**src/rtl/serial_compare_seq.sv**
```systemverilog
// Bit-serial unsigned magnitude comparator: scans captured operands MSB first,
// stopping at the first differing bit pair, and pulses done with lt/eq/gt.
module serial_compare_seq #(
  parameter int WIDTH = 8
) (
  input  logic             clk,
  input  logic             rst,
  input  logic             start,
  input  logic [WIDTH-1:0] a,
  input  logic [WIDTH-1:0] b,
  output logic             busy,
  output logic             done,
  output logic             lt,
  output logic             eq,
  output logic             gt
);

  // state | meaning
  // IDLE  | waiting for start; operands and flags hold last result
  // SCAN  | comparing bit pair at r_idx, MSB first
  // DONE  | single-cycle result strobe, then back to IDLE
  typedef enum logic [1:0] {IDLE, SCAN, DONE} state_t;

  localparam int IW = $clog2(WIDTH);

  state_t           r_state;
  logic [WIDTH-1:0] r_a;
  logic [WIDTH-1:0] r_b;
  logic [IW-1:0]    r_idx;

  logic w_abit;
  logic w_bbit;
  logic w_less;
  logic w_greater;

  assign w_abit    = r_a[r_idx];
  assign w_bbit    = r_b[r_idx];
  assign w_less    = ~w_abit & w_bbit;
  assign w_greater = w_abit & ~w_bbit;

  always_ff @(posedge clk or posedge rst) begin
    if (rst) begin
      r_state <= IDLE;
      r_a     <= '0;
      r_b     <= '0;
      r_idx   <= '0;
      busy    <= 1'b0;
      done    <= 1'b0;
      lt      <= 1'b0;
      eq      <= 1'b0;
      gt      <= 1'b0;
    end else begin
      done <= 1'b0;
      case (r_state)
        IDLE: begin
          if (start) begin
            r_a     <= a;
            r_b     <= b;
            r_idx   <= IW'(WIDTH - 1);
            lt      <= 1'b0;
            eq      <= 1'b0;
            gt      <= 1'b0;
            busy    <= 1'b1;
            r_state <= SCAN;
          end
        end
        SCAN: begin
          if (w_less) begin
            lt      <= 1'b1;
            done    <= 1'b1;
            r_state <= DONE;
          end else if (w_greater) begin
            gt      <= 1'b1;
            done    <= 1'b1;
            r_state <= DONE;
          end else if (r_idx == '0) begin
            eq      <= 1'b1;
            done    <= 1'b1;
            r_state <= DONE;
          end else begin
            r_idx <= r_idx - 1'b1;
          end
        end
        DONE: begin
          busy    <= 1'b0;
          r_state <= IDLE;
        end
        default: begin
          busy    <= 1'b0;
          r_state <= IDLE;
        end
      endcase
    end
  end

endmodule

```
**config.mk**
```make
export PLATFORM = sky130hd
export DESIGN_NAME = serial_compare_seq
export DESIGN_NICKNAME = d
export VERILOG_FILES = /design/src/rtl/serial_compare_seq.sv
export SDC_FILE = /design/constraint.sdc
export NUM_CORES = 1
export LEC_CHECK = 0
export ABC_CLOCK_PERIOD_IN_PS = 2200
export BUFFER_PORTS_ARGS = -buffer_cell sky130_fd_sc_hd__buf_2
export CORE_ASPECT_RATIO = 0.75
export CORE_MARGIN = 2
export CORE_UTILIZATION = 48
export DETAILED_ROUTE_END_ITERATION = 10
export GPL_TIMING_DRIVEN = 0
export PLACE_DENSITY = 0.72
export SLEW_MARGIN = 10
export SYNTH_ARGS = -nofsm -noshare
export SYNTH_HDL_FRONTEND = slang
export SYNTH_SLANG_ARGS = --single-unit
export TNS_END_PERCENT = 30
```
**constraint.sdc**
```tcl
create_clock -name clk -period 2.2 [get_ports clk]
set_input_delay 0.44 -clock clk [delete_from_list [all_inputs] [get_ports clk]]
set_output_delay 0.44 -clock clk [all_outputs]
set_load 0.02 [all_outputs]
```
==> run metrics <==
Hold Vio Cnt, Final 0; status finished, final reports clean; vias in the first global route slightly below 900; slowest cell on the critical path mux4_2; Total GRT Usage about 16%; antenna violations before repair 0; Final Wtd Congestion around 0.76; Num CTS Buffers 3; M1 WL around 1000 µm; Synth top cells by count dfrtp_1 (26), mux2_2 (13), a21oi_1 (7), nand2_1 (7), nor2_1 (7); placed cells 158; metal2 WL between 1000 and 1500 µm; CTS Sinks 26; worst slew pin tran about 980 ps; net count after synthesis about 120; WHS between 300 and 400 ps; Unique masters post-synth 22; Slew Limit Fails 0; Critical path buffers and inverters 1; Post-CTS Hold Buffers 0; sequential-to-total area share from yosys stat about half; layout cells sized above 1 49.2%; gr ovfl total 0; Critical Path Max Stage Delay roughly 500 ps; worst skew pair latency between 300 and 400 ps; crit-path max FO 5; Max Cap Viol 0; Highest Signal Layer met4; final std cells w/o fill roughly 170; final critical-path required period around 2100 ps; DR DRC count 0; routed wl met3 about 98 µm; final period utilization a little over nine tenths; peak supply drop between 0.0007 and 0.0008 V; Synth area leader dfrtp_1; Synth Area per Inst 13.0 µm²; CP startpoint r_idx[1]; Most used DFF post-synth dfrtp_1; Fmax roughly 470 MHz; HP Class in -> async; Port Buffers 23; detailed-router iteration count before antenna repair 4; Top Ports 24; Layout Nets 155; routed len/inst around 13 µm; Die Wd between 60 and 70 µm; asr flop ratio synth 100%; Post-synth EDFFs 0; number of warnings issued by yosys 0; synthesized flop and latch total 26; # H-tree levels 1; Area contributors post-synth dfrtp_1 (51%), mux2_2 (11%), mux4_2 (7.0%), ha_1 (4.9%), buf_6 (3.5%); post-DP HPWL about 1700 µm; drt first-iter violations 16; arrival time of the worst setup path 2330 ps; R2R setup slack around 74 ps; critical path, cell by cell buf_6, mux4_2, nand2_2, nand2_4, ha_4, or4bb_1, o21ai_1, a31oi_1; Reg clk slew, reported paths ~140 ps; number of nets still failing antenna checks after routing 0; RSZ-0062 raised after global routing true; PwrDens around 1500 nW/µm²; Core Area 2580 µm²; Layout area overhead 22.5%; global-route wire length before repair between 3000 and 4000 µm; Synth top area share approximately 51%; most common cell in the synthesized netlist dfrtp_1; kind of critical path reg -> reg; vias roughly 830; CTS root buf clkbuf_4; Placed Area about 1400 µm²; Synth Cell Area 1290 µm²; Pleak about 0.00075 µW; Crit path depth 8; clk_skew ~3.9 ps; Routed WL roughly 2200 µm; critical path required time 2400 ps; fillers between 150 and 200; Mapped Cells 99; R2R cell count 8; # setup viols final 0; CP delay by family, top simple AND/OR/NAND/NOR gates; Initial Util between 40% and 50%; fin area 1580 µm²; RR Endpoint r_idx[2]; Die Footprint just over 3000 µm²; relative slew slack around 35%; CP Launch Type flip-flop; Die Ht 48.9 µm; nature of the critical path endpoint flip-flop; Row Count 16; drt via density approximately 5; reg2reg start r_idx[1]; CTS tree yes; Antenna Cells 0; largest net degree at the start of global routing 27; clk buf depth 2; end of the critical path r_idx[2]; Final Core Density 61.1%
==> cell families (layout without fill, tap and decap cells) <==
kind of cell,Yosys count,count (layout),synth area share [%]
flops,26,26,50.5
simple gates,24,24,11.6
mux,22,22,22.5
compound gates,12,12,5.25
buf+inv,10,41,5.25
fa+ha+maj,5,5,4.86
==> area by class of cell <==
class / count / area [µm²] / share of cell area, %
Sequential cell: 26 / 651 / 41.2
Multi-Input combinational cell: 63 / 617 / 39.1
Timing Repair Buffer: 27 / 145 / 9.20
Buffer: 4 / 45.0 / 2.85
Tap cell: 36 / 45.0 / 2.85
Clock inverter: 1 / 30.0 / 1.90
Clock buffer: 3 / 22.5 / 1.43
Inverter: 6 / 22.5 / 1.43
==> how the worst min path moves through the flow <==
stage | from | endpoint | slack [ps] | cells past startpoint
after floorplan | r_a[2] | r_a[2] | 450 | 1
after global placement | busy | busy | 460 | 1
after detailed placement | busy | busy | 460 | 1
after CTS | a[2] | r_a[2] | 310 | 2
after global routing | a[2] | r_a[2] | 300 | 2
final | rst | r_a[7] | 320 | 2
==> sequential cells by signal, indices dropped and copies added, names as in the netlist, 2 cells and up <==
register / count
r_b: 8
r_a: 8
r_idx: 3
r_state: 2
==> repair_timing <==
action,CTS,global route
setup endpoints to repair,1,2
pin swaps,0,8
setup buffers,0,4
gates cloned,0,0
resized for setup,1,12
==> worst reg2reg max path: stages (launching register included) <==
cell and delay (ps):
dfrtp_1 360, buf_6 120, mux4_2 500, nand2_2 100
nand2_4 60, ha_4 170, or4bb_1 490, o21ai_1 90
a31oi_1 100
==> per-layer routing <==
| metal | GRT usage, % | up-vias |
|---|---|---|
| met2 | 27.3 | 19 |
| met4 | 4.35 | 0 |
| met5 | 0 | - |
| met3 | 5.54 | 2 |
| met1 | 20.8 | 401 |
| li1 | - | 406 |
==> where the power goes <==
group	switching, µW	leakage [µW]	internal, µW
clock network	140	0.0000279	184
registers	141	0.000308	692
logic	539	0.000410	645
==> metrics by stage <==
stage / setup slack (ps) / TNS, ps / total power [µW]
detailed placement: -30.5 / -30.5 / 1840
CTS: 12.2 / 0 / 2170
finish: 74.0 / 0 / 2340
global route: -36.2 / -36.2 / 2530
floorplan: 124 / 0 / 1620
global placement: -14.8 / -14.8 / 1790
==> placed cells by master (no fill, tap or decap), types with 2 or more instances in the layout <==
cell,netlist,final
inv_1,6,6
clkbuf_4,0,3
buf_6,4,4
a21oi_1,7,7
buf_2,0,23
nand2b_1,3,3
dfrtp_1,26,26
ha_1,5,3
mux4_2,4,4
nand2_2,1,6
a31oi_1,2,2
buf_4,0,4
mux2_2,13,13
mux2i_1,2,2
nor2_1,7,7
mux2_1,3,3
ha_4,0,2
Note: power is estimated with default switching activity, not from simulation.
